**src/rtl/brick_redraw_engine.sv**
```systemverilog
// -----------------------------------------------------------------------------
// brick_redraw_engine
//
// Collects brick-collision updates from NCH sources, queues them in a small
// FIFO and rasterises each queued brick as a BRICK_W x BRICK_H rectangle on the
// VGA pixel-write port, with a colour derived from the brick's new health.
//
// Ports
//   clk          system clock
//   reset        synchronous, active-high reset
//   col_valid    per-channel request valid
//   col_x        per-channel brick top-left x, channel i at [10i+9:10i]
//   col_y        per-channel brick top-left y, same packing
//   col_health   per-channel new health, channel i at [2i+1:2i]
//   col_ready    one-hot grant (combinational), transfer on valid & ready
//   writeEn      pixel write strobe (high for every DRAW cycle)
//   x_out,y_out  pixel coordinate (wraps modulo 1024, no clipping)
//   color        pixel colour, latched per brick
//   busy         engine is not idle
//   brick_done   one-cycle pulse in the cycle after a brick's last pixel
//   fifo_count   current FIFO occupancy
// -----------------------------------------------------------------------------
module brick_redraw_engine #(
    parameter int NCH        = 2,
    parameter int DEPTH      = 4,
    parameter int BRICK_W    = 32,
    parameter int BRICK_H    = 8,
    parameter int GAP_CYCLES = 2
) (
    input  logic                     clk,
    input  logic                     reset,
    input  logic [NCH-1:0]           col_valid,
    input  logic [10*NCH-1:0]        col_x,
    input  logic [10*NCH-1:0]        col_y,
    input  logic [2*NCH-1:0]         col_health,
    output logic [NCH-1:0]           col_ready,
    output logic                     writeEn,
    output logic [9:0]               x_out,
    output logic [9:0]               y_out,
    output logic [2:0]               color,
    output logic                     busy,
    output logic                     brick_done,
    output logic [$clog2(DEPTH):0]   fifo_count
);

    localparam int AW  = $clog2(DEPTH);
    localparam int IW  = (NCH > 1)        ? $clog2(NCH)        : 1;
    localparam int CXW = (BRICK_W > 1)    ? $clog2(BRICK_W)    : 1;
    localparam int CYW = (BRICK_H > 1)    ? $clog2(BRICK_H)    : 1;
    localparam int GW  = (GAP_CYCLES > 1) ? $clog2(GAP_CYCLES) : 1;

    localparam logic [CXW-1:0] CX_LAST  = CXW'(BRICK_W - 1);
    localparam logic [CYW-1:0] CY_LAST  = CYW'(BRICK_H - 1);
    localparam logic [GW-1:0]  GAP_LAST = GW'((GAP_CYCLES > 0) ? GAP_CYCLES - 1 : 0);

    typedef enum logic [1:0] {IDLE, LOAD, DRAW, GAP} state_t;

    typedef struct packed {
        logic [9:0] x;
        logic [9:0] y;
        logic [1:0] health;
    } entry_t;

    // Health to colour: 0 erases the brick, 1..3 are the damage shades.
    function automatic logic [2:0] colour_of(input logic [1:0] health);
        case (health)
            2'd0:    colour_of = 3'b000;
            2'd1:    colour_of = 3'b111;
            2'd2:    colour_of = 3'b101;
            default: colour_of = 3'b011;
        endcase
    endfunction

    state_t           state_q, state_d;
    logic [AW:0]      count_q;
    logic [AW-1:0]    wr_ptr, rd_ptr;
    logic [IW-1:0]    rr_q, grant_idx;
    logic             full, push, pop;
    entry_t           in_entry, head_q;
    entry_t           mem [DEPTH];

    logic [9:0]       x0;
    logic [CXW-1:0]   cx_q;
    logic [CYW-1:0]   cy_q;
    logic [GW-1:0]    gap_q;
    logic             last_px, gap_last;

    // ------------------------------------------------------------------
    // Round-robin arbiter. Full comes from the registered count, so a pop
    // in the same cycle never opens a slot early.
    // ------------------------------------------------------------------
    assign full = (count_q == (AW+1)'(DEPTH));

    // NOTE: every output of this block gets a default before any branch, so
    // no path leaves a value unassigned and no latch is inferred.
    always_comb begin
        col_ready = '0;
        grant_idx = '0;
        push      = 1'b0;
        if (!reset && !full) begin
            // Walk from the farthest candidate to the nearest so the nearest
            // valid channel at or after rr_q is the last (winning) write.
            for (int k = NCH - 1; k >= 0; k--) begin
                if (col_valid[(int'(rr_q) + k) % NCH]) begin
                    grant_idx = IW'((int'(rr_q) + k) % NCH);
                    push      = 1'b1;
                end
            end
            if (push) col_ready = NCH'(1) << grant_idx;
        end
    end

    assign in_entry = {col_x[10*int'(grant_idx) +: 10],
                       col_y[10*int'(grant_idx) +: 10],
                       col_health[2*int'(grant_idx) +: 2]};

    // ------------------------------------------------------------------
    // Request FIFO
    // ------------------------------------------------------------------
    assign pop = (state_q == IDLE) && (count_q != '0);

    // NOTE: the storage array and the popped-entry register carry no reset;
    // validity is tracked entirely by the pointers and count, which do reset.
    always_ff @(posedge clk) begin
        if (push) mem[wr_ptr] <= in_entry;
        if (pop)  head_q      <= mem[rd_ptr];
    end

    // NOTE: state registers use non-blocking assignments so every flop
    // samples pre-edge values regardless of statement order.
    always_ff @(posedge clk) begin
        if (reset) begin
            wr_ptr  <= '0;
            rd_ptr  <= '0;
            count_q <= '0;
            rr_q    <= '0;
        end else begin
            if (push) begin
                wr_ptr <= wr_ptr + 1'b1;
                rr_q   <= (grant_idx == IW'(NCH - 1)) ? '0 : grant_idx + 1'b1;
            end
            if (pop) rd_ptr <= rd_ptr + 1'b1;
            case ({push, pop})
                2'b10:   count_q <= count_q + 1'b1;
                2'b01:   count_q <= count_q - 1'b1;
                default: count_q <= count_q;
            endcase
        end
    end

    // ------------------------------------------------------------------
    // Draw FSM
    // ------------------------------------------------------------------
    assign last_px  = (cx_q == CX_LAST) && (cy_q == CY_LAST);
    assign gap_last = (gap_q == GAP_LAST);

    always_ff @(posedge clk) begin
        if (reset) state_q <= IDLE;
        else       state_q <= state_d;
    end

    always_comb begin
        state_d = state_q;
        case (state_q)
            IDLE:    if (count_q != '0) state_d = LOAD;
            LOAD:    state_d = DRAW;
            DRAW:    if (last_px) state_d = (GAP_CYCLES > 0) ? GAP : IDLE;
            GAP:     if (gap_last) state_d = IDLE;
            default: state_d = IDLE;
        endcase
    end

    // Pixel coordinates are registered one step ahead: LOAD presents the
    // first pixel, each DRAW edge presents the next one, and after the last
    // pixel nothing changes so the outputs hold outside DRAW.
    always_ff @(posedge clk) begin
        if (reset) begin
            x0         <= '0;
            cx_q       <= '0;
            cy_q       <= '0;
            gap_q      <= '0;
            x_out      <= '0;
            y_out      <= '0;
            color      <= '0;
            brick_done <= 1'b0;
        end else begin
            brick_done <= (state_q == DRAW) && last_px;
            case (state_q)
                LOAD: begin
                    x0    <= head_q.x;
                    color <= colour_of(head_q.health);
                    cx_q  <= '0;
                    cy_q  <= '0;
                    gap_q <= '0;
                    x_out <= head_q.x;
                    y_out <= head_q.y;
                end
                DRAW: begin
                    if (!last_px) begin
                        if (cx_q == CX_LAST) begin
                            cx_q  <= '0;
                            cy_q  <= cy_q + 1'b1;
                            x_out <= x0;
                            y_out <= y_out + 1'b1;
                        end else begin
                            cx_q  <= cx_q + 1'b1;
                            x_out <= x_out + 1'b1;
                        end
                    end
                end
                GAP:     gap_q <= gap_q + 1'b1;
                default: ;
            endcase
        end
    end

    assign writeEn    = (state_q == DRAW);
    assign busy       = (state_q != IDLE);
    assign fifo_count = count_q;

endmodule

```
**config.mk**
```make
export PLATFORM = sky130hd
export DESIGN_NAME = brick_redraw_engine
export DESIGN_NICKNAME = d
export VERILOG_FILES = /design/src/rtl/brick_redraw_engine.sv
export SDC_FILE = /design/constraint.sdc
export NUM_CORES = 1
export LEC_CHECK = 0
export CORE_ASPECT_RATIO = 0.6
export CORE_MARGIN = 3
export CORE_UTILIZATION = 30
export CTS_CLUSTER_DIAMETER = 200
export CTS_CLUSTER_SIZE = 14
export DETAILED_ROUTE_END_ITERATION = 10
export GPL_TIMING_DRIVEN = 0
export PLACE_DENSITY = 0.55
export SYNTH_ARGS = -nofsm -noshare
export SYNTH_HDL_FRONTEND = slang
export SYNTH_SLANG_ARGS = --single-unit
export TNS_END_PERCENT = 1
```
**constraint.sdc**
```tcl
create_clock -name clk -period 3.3 [get_ports clk]
set_input_delay 0.825 -clock clk [delete_from_list [all_inputs] [get_ports clk]]
set_output_delay 0.825 -clock clk [all_outputs]
set_load 0.02 [all_outputs]
```
======== Word level (Yosys, flattened, before mapping) ========
Memories as Yosys holds them, arrays and structs flattened. A register that Yosys moved wholly into a read port is not among the register bits.
Index checks and enable logic that the tools add are counted.
cells by class
  add/sub/neg operators ................... 11
  $mul .................................... 1
  $lt $le $gt $ge ......................... 2
  equality and inequality tests ........... 15
  shifts and indexed selects .............. 4
  muxes and demuxes ....................... 37
  bitwise logic cells ..................... 1
  reductions and logical operators ........ 16
operators with widths
  operator                                                                  count
  10-bit 2-to-1 mux                                                         4
  10-bit case mux with 2 select lines                                       2
  20-bit by 32-bit variable part select with 10-bit output                  1
  10-bit by 1-bit adder with 10-bit output (second input constant)          2
  20-bit by 6-bit variable part select with 10-bit output                   1
  1-bit 2-to-1 mux                                                          16
  3-bit case mux with 2 select lines                                        2
  2-bit 2-to-1 mux                                                          5
  5-bit 2-to-1 mux                                                          2
  5-bit case mux with 2 select lines                                        1
  3-bit case mux with 3 select lines                                        1
  2-bit == test (second input constant)                                     4
  2-bit case mux with 4 select lines                                        1
  2-bit nonzero test                                                        4
  3-bit by 1-bit adder with 3-bit output (second input constant)            2
  2-bit by 1-bit == test with 1-bit output (second input constant)          3
  3-bit == test (second input constant)                                     2
  3-bit 2-to-1 mux                                                          2
  2-bit by 1-bit inequality test with 1-bit output (second input constant)  3
  3-bit AND reduction                                                       2
  5-bit by 1-bit adder with 5-bit output (second input constant)            1
  5-bit == test (second input constant)                                     1
  2-bit by 1-bit adder with 2-bit output (second input constant)            2
  1-bit logical AND                                                         4
  other kinds (14)                                                          19
word-level totals
  register bits after elaboration ......... 53
  memory bits (writable) .................. 88
  bits of input ports ..................... 48
  output and inout bits ................... 31
  word-level logic and storage cells ...... 101
  memories kept ........................... 1
memory list
  memory  depth  width  rd ports  clocked after Yosys merged registers in  write ports  RTL line  RTL
  mem     4      22     1         1                                        1            80        entry_t mem [DEPTH];

======== Logic depth before layout (Yosys ltp) ========
Gate-level depths: netlist of run 1.
  depth in word-level cells ............... 11
  gate-level depth with buffers ........... 9
  mapped depth without buffers ............ 9

======== Worst setup path before layout of run 1 ========
Ideal clock, no wire load.
  path type ............................... reg-to-reg
  start point ............................. reg state_q[0]
  end point ............................... reg count_q[2], in the netlist fifo_count[2]
  setup time .............................. 71 ps
  data arrival time ....................... 2610 ps
  data required time ...................... 3229 ps
  slack ................................... 619 ps
  cell stages (with the launch flop) ...... 10
  buffers on the path ..................... 0
  period minus slack after synthesis ...... 2681 ps
  path through ............................ dfxtp_1 > inv_1 > ha_1 > o31a_1 > ha_1 > inv_1 > fa_1 > xor2_1 > or3_1 > a21oi_1
between the ends
  word-level cells in the longest chain between the ends .. 4
ends and longest elaborated chain
  element                                                                    RTL line  RTL
  start, declared                                                            74        state_t state_q, state_d;
  start signal, assigned                                                     159       else state_q <= state_d;
  2-bit logical NOT *                                                        120       assign pop = (state_q == IDLE) && (count_q != '0);
  1-bit logical AND *                                                        120
  net pop                                                                    78        logic full, push, pop;
  2-bit by 1-bit == test with 1-bit output or 2-bit == test (tied branches)  143       case ({push, pop})
  3-bit case mux with 2 select lines or 2-bit nonzero test (tied branches)   --
  end signal, assigned                                                       144       2'b10: count_q <= count_q + 1'b1;
  end signal, assigned                                                       145       2'b01: count_q <= count_q - 1'b1;
  end signal, assigned                                                       146       default: count_q <= count_q;
  end, declared                                                              75        logic [AW:0] count_q;
The timed path passes the listed nets; every way through them passes the cells marked *.
A chain may end at the register's enable or synchronous reset.

======== Worst setup path in the final report of run 1 ========
  start point ............................. in col_valid[0]
  end point ............................... out col_ready[1]
between the ends
  word-level cells in the longest chain between the ends .. 9
ends and longest elaborated chain
  element                                              RTL line  RTL
  start, declared                                      32        input logic [NCH-1:0] col_valid,
  1-bit 2-to-1 mux (not written as such) (3 in a row)  104       if (col_valid[(int'(rr_q) + k) % NCH]) begin
  1-bit 2-to-1 mux (2 in a row)                        104
  1-bit 2-to-1 mux                                     100       if (!reset && !full) begin
  1-bit by 1-bit left shift with 2-bit output          109       if (push) col_ready = NCH'(1) << grant_idx;
  2-bit 2-to-1 mux *                                   109
  2-bit 2-to-1 mux *                                   100
  end, declared                                        36        output logic [NCH-1:0] col_ready,
Every way passes the cells marked *; elsewhere a longest branch is shown, timed or not. The select of a mux whose other input is x is not followed.

==> out/metrics.yaml, run 1 <==
grt:
  grt_antenna_before_repair: 0
  grt_pass1_vias: 4533
  grt_pass1_wl_um: 25900
  grt.busiest_layer: "met2"
  track_usage: 0.136
  use_met2: 0.208
  grtUsageMet3: 0.0347
  grt_max_degree: 26
  overflow: 0
  use_met1: 0.193
worst_hold_path:
  hold_end: "cx_q[3]$_SDFFE_PP0P_"
  hold_path_startpoint: "cx_q[3]$_SDFFE_PP0P_"
  min_path_cells: 1
  holdCritPathClass: "reg2reg"
setup_path:
  reg2reg_depth: 9
  cp_data_arrival_time_ns: 2.27
  r2r_start: "state_q[0]$_SDFFE_PP0P_"
  worstSetupPathType: "in2out"
  rrSetupSlack_ns: 0.50
  crit_required_ns: 2.47
  crit_path_max_incr_delay_ns: 0.46
  cp-end-kind: "primary output"
  crit_fanout: 10
  worstSetupStartpointType: "input pin"
  crit_top_cell: "buf_6"
  r2r-end: "fifo_count[2]$_SDFFE_PP0P_"
  cp_slowest_cell: "clkdlybuf4s50_1"
  crit_chain: "clkdlybuf4s50_1 -> nand2b_1 -> and3_1 -> buf_6 -> buf_6 -> dlygate4sd2_1"
placement:
  port-buffer-count: 77
  dp_cells: 889
  pre_cts_slack_ns: -0.391
  gp_congestion: 0.815
  dpl.hpwl_um: 11300
power_and_ir_drop:
  vdd_ir_drop_max_mv: 0.373
  power_density_mw_per_mm2: 836
  leakage_nw: 2.94
  power_w: 0.00729
timing:
  hold_viol_final: 0
  worstMarginPinSlew_ns: 0.921
  fin_crit_sh: 0.938
  fmax_mhz: 323
  finalClockSkew_ns: 0.0171
  rsz0062_at_grt: "false"
  fin_crit_ns: 3.09
  setup_viol: 0
  slew_headroom: 0.382
  drv_slew: 0
  finalWorstSetupSlack_ns: 0.206
synthesis:
  avgSynthCellArea_um2: 13.8
  async_flop_share: 0
  synth_ff_type: "edfxtp_1"
  synth_cells: 504
  synth_seq_cells: 163
  yosysSeqAreaShare: 0.627
  ys_types: 51
  synth-edff-count: 110
  syn_nets: 572
  syn-cell-area_mm2: 0.00696
  synth_warnings: 0
clock_network:
  clk_pin_slew_ns: 0.06
  clock_sinks: 163
  holdBufCountCts: 0
  cts_made_buffers: 17
  cts_setup_buffers: 0
  htreeDepth: 4
  clk_latency_ns: 0.43
  root_buffer: "clkbuf_16"
  clockBufferDepth: 2
  cts_tree: "done"
die:
  pin_count: 79
  start_util: 0.311
  core-area_mm2: 0.0224
  fp-row-count: 42
  dieArea_mm2: 0.0251
  die_y_um: 124
  chipWidth_um: 203
route:
  drc: 0
  ant_nets: 0
  dr.first_iter.drc_count: 395
  vias: 4476
  drt-total-wl_um: 16400
  wire_per_inst_um: 17.8
  drt_first_pass_iters: 5
  detail_route.vias_per_cell: 4.86
finish:
  diodes: 0
  final_cell_mix: "edfxtp_1 (110), clkdlybuf4s50_1 (76), dfxtp_1 (53), nor2_1 (43), a21oi_1 (27)"
  nNetsFinal: 668
  drive_above_1_share: 0.160
  fill_cells: 2148
  utilization: 0.389
  area_growth_pct: 25.3
  layout_commonest_cell: "edfxtp_1"
  instances_no_fill: 921
run_status:
  status: "finished, final reports clean"
run:
  drv_cap: 0
## where the power goes
group          total [W]  switching [W]  leakage (nW)  internal [W]
clock            0.00196       0.000937         0.293       0.00102
combinational    0.00232        0.00132          1.21      0.000995
sequential       0.00301       0.000306          1.44       0.00270
## kinds of logic (layout without fill, tap and decap cells)
logic type / after synthesis / in the layout / synth area share
compound gates: 94 / 94 / 0.0863
simple gates: 116 / 116 / 0.0820
buf+inv: 45 / 154 / 0.0293
mux: 60 / 60 / 0.130
fa+ha+maj: 20 / 20 / 0.0371
xor+xnor: 6 / 6 / 0.00756
flops: 163 / 163 / 0.627
## critical path: cells and delay by family
kind,cells,cell delay [ns]
buffers and inverters,4,1.17
and+or+nand+nor,2,0.26
## per-layer routing
| metal | part of all wire | vias up |
|---|---|---|
| met4 | 0.013 | 0 |
| li1 | - | 2107 |
| met2 | 0.44 | 133 |
| met3 | 0.058 | 16 |
| met5 | 0 | - |
| met1 | 0.49 | 2220 |
## area by class of cell
| cell class | count | area (um2) | area share |
|---|---|---|---|
| Multi-Input combinational cell | 296 | 2390 | 0.275 |
| Sequential cell | 163 | 4360 | 0.501 |
| Inverter | 21 | 78.8 | 0.00904 |
| Buffer | 24 | 125 | 0.0144 |
| Clock buffer | 17 | 425 | 0.0488 |
| Clock inverter | 15 | 173 | 0.0198 |
| Timing Repair Buffer | 77 | 769 | 0.0883 |
| Tap cell | 308 | 385 | 0.0442 |
## registers in the layout, summed over array words and instances (netlist names)
| signal | cells |
|---|---|
| cy_q | 3 |
| mem | 88 |
| cx_q | 5 |
| state_q | 2 |
| brick_done | 1 |
| fifo_count | 3 |
| rr_q | 1 |
| rd_ptr | 2 |
| y_out | 10 |
| color | 3 |
| x0 | 10 |
| head_q | 22 |
| wr_ptr | 2 |
| gap_last | 1 |
| x_out | 10 |
## worst max path at each step
stage	start	to	slack, ns	cells after the start
2_1_floorplan	state_q[0]$_SDFFE_PP0P_	fifo_count[2]$_SDFFE_PP0P_	0.62	9
3_3_place_gp	col_valid[1]	mem[2][0]$_DFFE_PP_	-0.33	4
3_5_place_dp	col_valid[0]	mem[0][0]$_DFFE_PP_	-0.39	4
4_1_cts	col_valid[0]	mem[0][12]$_DFFE_PP_	0.07	4
5_1_grt	col_valid[0]	col_ready[1]	0.12	6
6_report	col_valid[0]	col_ready[1]	0.21	6
## timing repair
item	CTS	global route
hold endpoints to repair	0	0
gates resized for setup	2	4
setup endpoints to repair	2	88
## cell usage after synthesis, drive strengths merged (6+ instances only)
| cell | n | share of area |
|---|---|---|
| a211oi | 12 | 0.013 |
| nand2 | 17 | 0.0092 |
| mux4 | 22 | 0.071 |
| dfxtp | 53 | 0.15 |
| mux2 | 22 | 0.036 |
| ha | 19 | 0.034 |
| nor3 | 10 | 0.0072 |
| clkbuf | 10 | 0.0054 |
| and2 | 6 | 0.0054 |
| buf | 14 | 0.013 |
| nand3 | 9 | 0.0065 |
| a21oi | 27 | 0.019 |
| nor2 | 43 | 0.023 |
| nor2b | 8 | 0.0072 |
| edfxtp | 110 | 0.47 |
| o221ai | 6 | 0.0076 |
| mux2i | 16 | 0.023 |
| o21ai | 25 | 0.018 |
| inv | 21 | 0.011 |
## through the flow
stage               TNS (ns)  area, um2  hold slack [ns]
finish                     0       8720            0.470
global placement      -28.18       8110            0.442
floorplan                  0       6960            0.429
global route               0       8720            0.485
CTS                        0       8710            0.466
detailed placement    -31.85       8110            0.454
Power figures use the tool's default switching activity.
==> run 2, diff against run 1 <==
- CAP_MARGIN: unset -> 20
- CORE_UTILIZATION: 30 -> 54
- PLACE_DENSITY: 0.55 -> 0.84
==> out/metrics.yaml, run 2 (synthesis gave the netlist of run 1 again) <==
setup_path:
  cp_top_family: "buffers and inverters"
  rrSetupSlack_ns: 0.55
  r2r_start: "state_q[1]$_SDFFE_PP0P_"
  worstSetupStartpointType: "input pin"
  crit_fanout: 10
  crit_required_ns: 2.47
  cp-end-kind: "primary output"
  path_buf_inv: 4
  crit_chain: "clkdlybuf4s50_1 -> nand2b_1 -> and3_1 -> buf_6 -> buf_6 -> dlygate4sd2_1"
  cp_slowest_cell: "clkdlybuf4s50_1"
  startpoint: "col_valid[0]"
  crit_path_max_incr_delay_ns: 0.51
  worstSetupPathType: "in2out"
  crit_top_cell: "buf_6"
  cp_data_arrival_time_ns: 2.22
timing:
  fin_crit_ns: 3.04
  fmax_mhz: 328
  fin_crit_sh: 0.923
  slew_headroom: 0.388
  finalClockSkew_ns: 0.00701
  rsz0062_at_grt: "false"
  fin_tns_setup_ns: 0
  setup_viol: 0
  hold_ws_ns: 0.479
  finalWorstSetupSlack_ns: 0.256
  hold_viol_final: 0
  worstMarginPinSlew_ns: 0.912
  drv_slew: 0
route:
  dr.max_layer_used: "met4"
  drt_first_pass_iters: 5
  wl_met3_um: 954
  drc: 0
  dr.first_iter.drc_count: 541
  met2_wirelength_um: 7450
  ant_nets: 0
  detail_route.vias_per_cell: 5.87
  m1WireLength_um: 6930
  wire_per_inst_um: 19.7
  vias: 4599
  drt-total-wl_um: 15500
power_and_ir_drop:
  power.share.clock: 0.266
  power_w: 0.00733
  vdd_ir_drop_max_mv: 0.445
  switching_share: 0.342
  combPwrFrac: 0.323
  p_int_w: 0.00482
  net-switching-power_w: 0.00251
  power_density_mw_per_mm2: 848
  seq_power_share: 0.411
  leakage_nw: 2.98
die:
  core-area_mm2: 0.0123
  die_y_um: 93.9
  dieArea_mm2: 0.0143
  fp-row-count: 31
  pin_count: 79
  start_util: 0.564
  chipWidth_um: 153
worst_hold_path:
  hold_path_startpoint: "x_out[7]$_SDFFE_PP0P_"
  holdCritPathClass: "reg2reg"
finish:
  regMostFlops: "mem"
  diodes: 0
  final_cell_mix: "edfxtp_1 (110), clkdlybuf4s50_1 (76), dfxtp_1 (53), nor2_1 (43), a21oi_1 (27)"
  drive_above_1_share: 0.157
  regArea_mm2: 0.00436
  largest_reg_flops: 88
  fill_cells: 814
  reg_top3: "mem: 88 flops, head_q: 22 flops"
  area_growth_pct: 24.3
  layout_commonest_cell: "edfxtp_1"
  nNetsFinal: 673
  instances_no_fill: 783
  multi_input_area_mm2: 0.00239
placement:
  dpl.hpwl_um: 10700
  dp_cells: 751
  pre_cts_slack_ns: -0.00949
  port-buffer-count: 77
  gp_congestion: 0.838
grt:
  overflow: 0
  grt_max_degree: 18
  grt_pass1_wl_um: 24600
  grt_pass1_vias: 4651
  grt_antenna_before_repair: 0
  track_usage: 0.225
clock_network:
  cts_tree: "done"
  clk_latency_ns: 0.42
  clk_pin_slew_ns: 0.06
  clockBufferDepth: 2
  ctsResizeCount: 1
  holdBufCountCts: 0
  htreeDepth: 4
  clock_sinks: 163
  root_buffer: "clkbuf_16"
  cts_setup_buffers: 0
  cts_made_buffers: 17
run:
  drv_cap: 0
run_status:
  status: "finished, final reports clean"
run 2: cell count changes in the layout (fill, tap and decap cells not counted), sizes merged:
cell and change:
clkinvlp +2, bufinv +1, clkinv -3, buf +5
run 2: layout make-up:
type,instances,share of cell area
multi-input combinational,296,0.276
clock inverter,15,0.0188
clock buffer,17,0.0492
timing repair buffer,82,0.103
tap,165,0.0239
buffer,24,0.0145
inverter,21,0.00912
sequential,163,0.505
run 2: power groups by stage:
stage / Combinational (W) / Sequential [W] / Clock, W
after global routing: 0.00258 / 0.00305 / 0.00206
final: 0.00237 / 0.00301 / 0.00195
after detailed placement: 0.00233 / 0.00304 / 0
after floorplan: 0.00138 / 0.00310 / 0
after global placement: 0.00219 / 0.00302 / 0
after CTS: 0.00237 / 0.00300 / 0.00197
run 2: metrics by stage:
step           area (um2)   util
6_report             8650  0.701
5_1_grt              8650  0.701
4_1_cts              8650  0.701
3_5_place_dp         8060  0.653
3_3_place_gp         7930  0.643
2_1_floorplan        6960      -
run 2: path summary, 6_finish.rpt:
check	end	cells past startpoint
setup / recovery	col_ready[1]	6
hold / removal	x_out[7]$_SDFFE_PP0P_	2
setup reg to reg	fifo_count[2]$_SDFFE_PP0P_	9
hold reg to reg	x_out[7]$_SDFFE_PP0P_	2
run 2: worst reg2reg max path: cells and delay by family (launching register included):
kind / cells / cell delay [ns]
buffers and inverters: 2 / 0.19
adders and majority gates: 3 / 0.93
and+or+nand+nor: 1 / 0.31
DFF: 1 / 0.35
xor gates and xnor gates: 1 / 0.16
AOI/OAI and AO/OA: 2 / 0.74
run 2: layer usage:
| layer | vias up | global-route usage |
|---|---|---|
| met2 | 186 | 0.367 |
| li1 | 2124 | - |
| met5 | - | 0 |
| met4 | 0 | 0.0452 |
| met1 | 2272 | 0.307 |
| met3 | 17 | 0.0667 |
==> run 3, diff against run 2 <==
- CTS_BUF_LIST: unset -> sky130_fd_sc_hd__clkbuf_16
- CTS_CLUSTER_DIAMETER: 200 -> unset
==> results of run 3 <==
The final DEF is identical to that of run 2; final timing and power are the same.
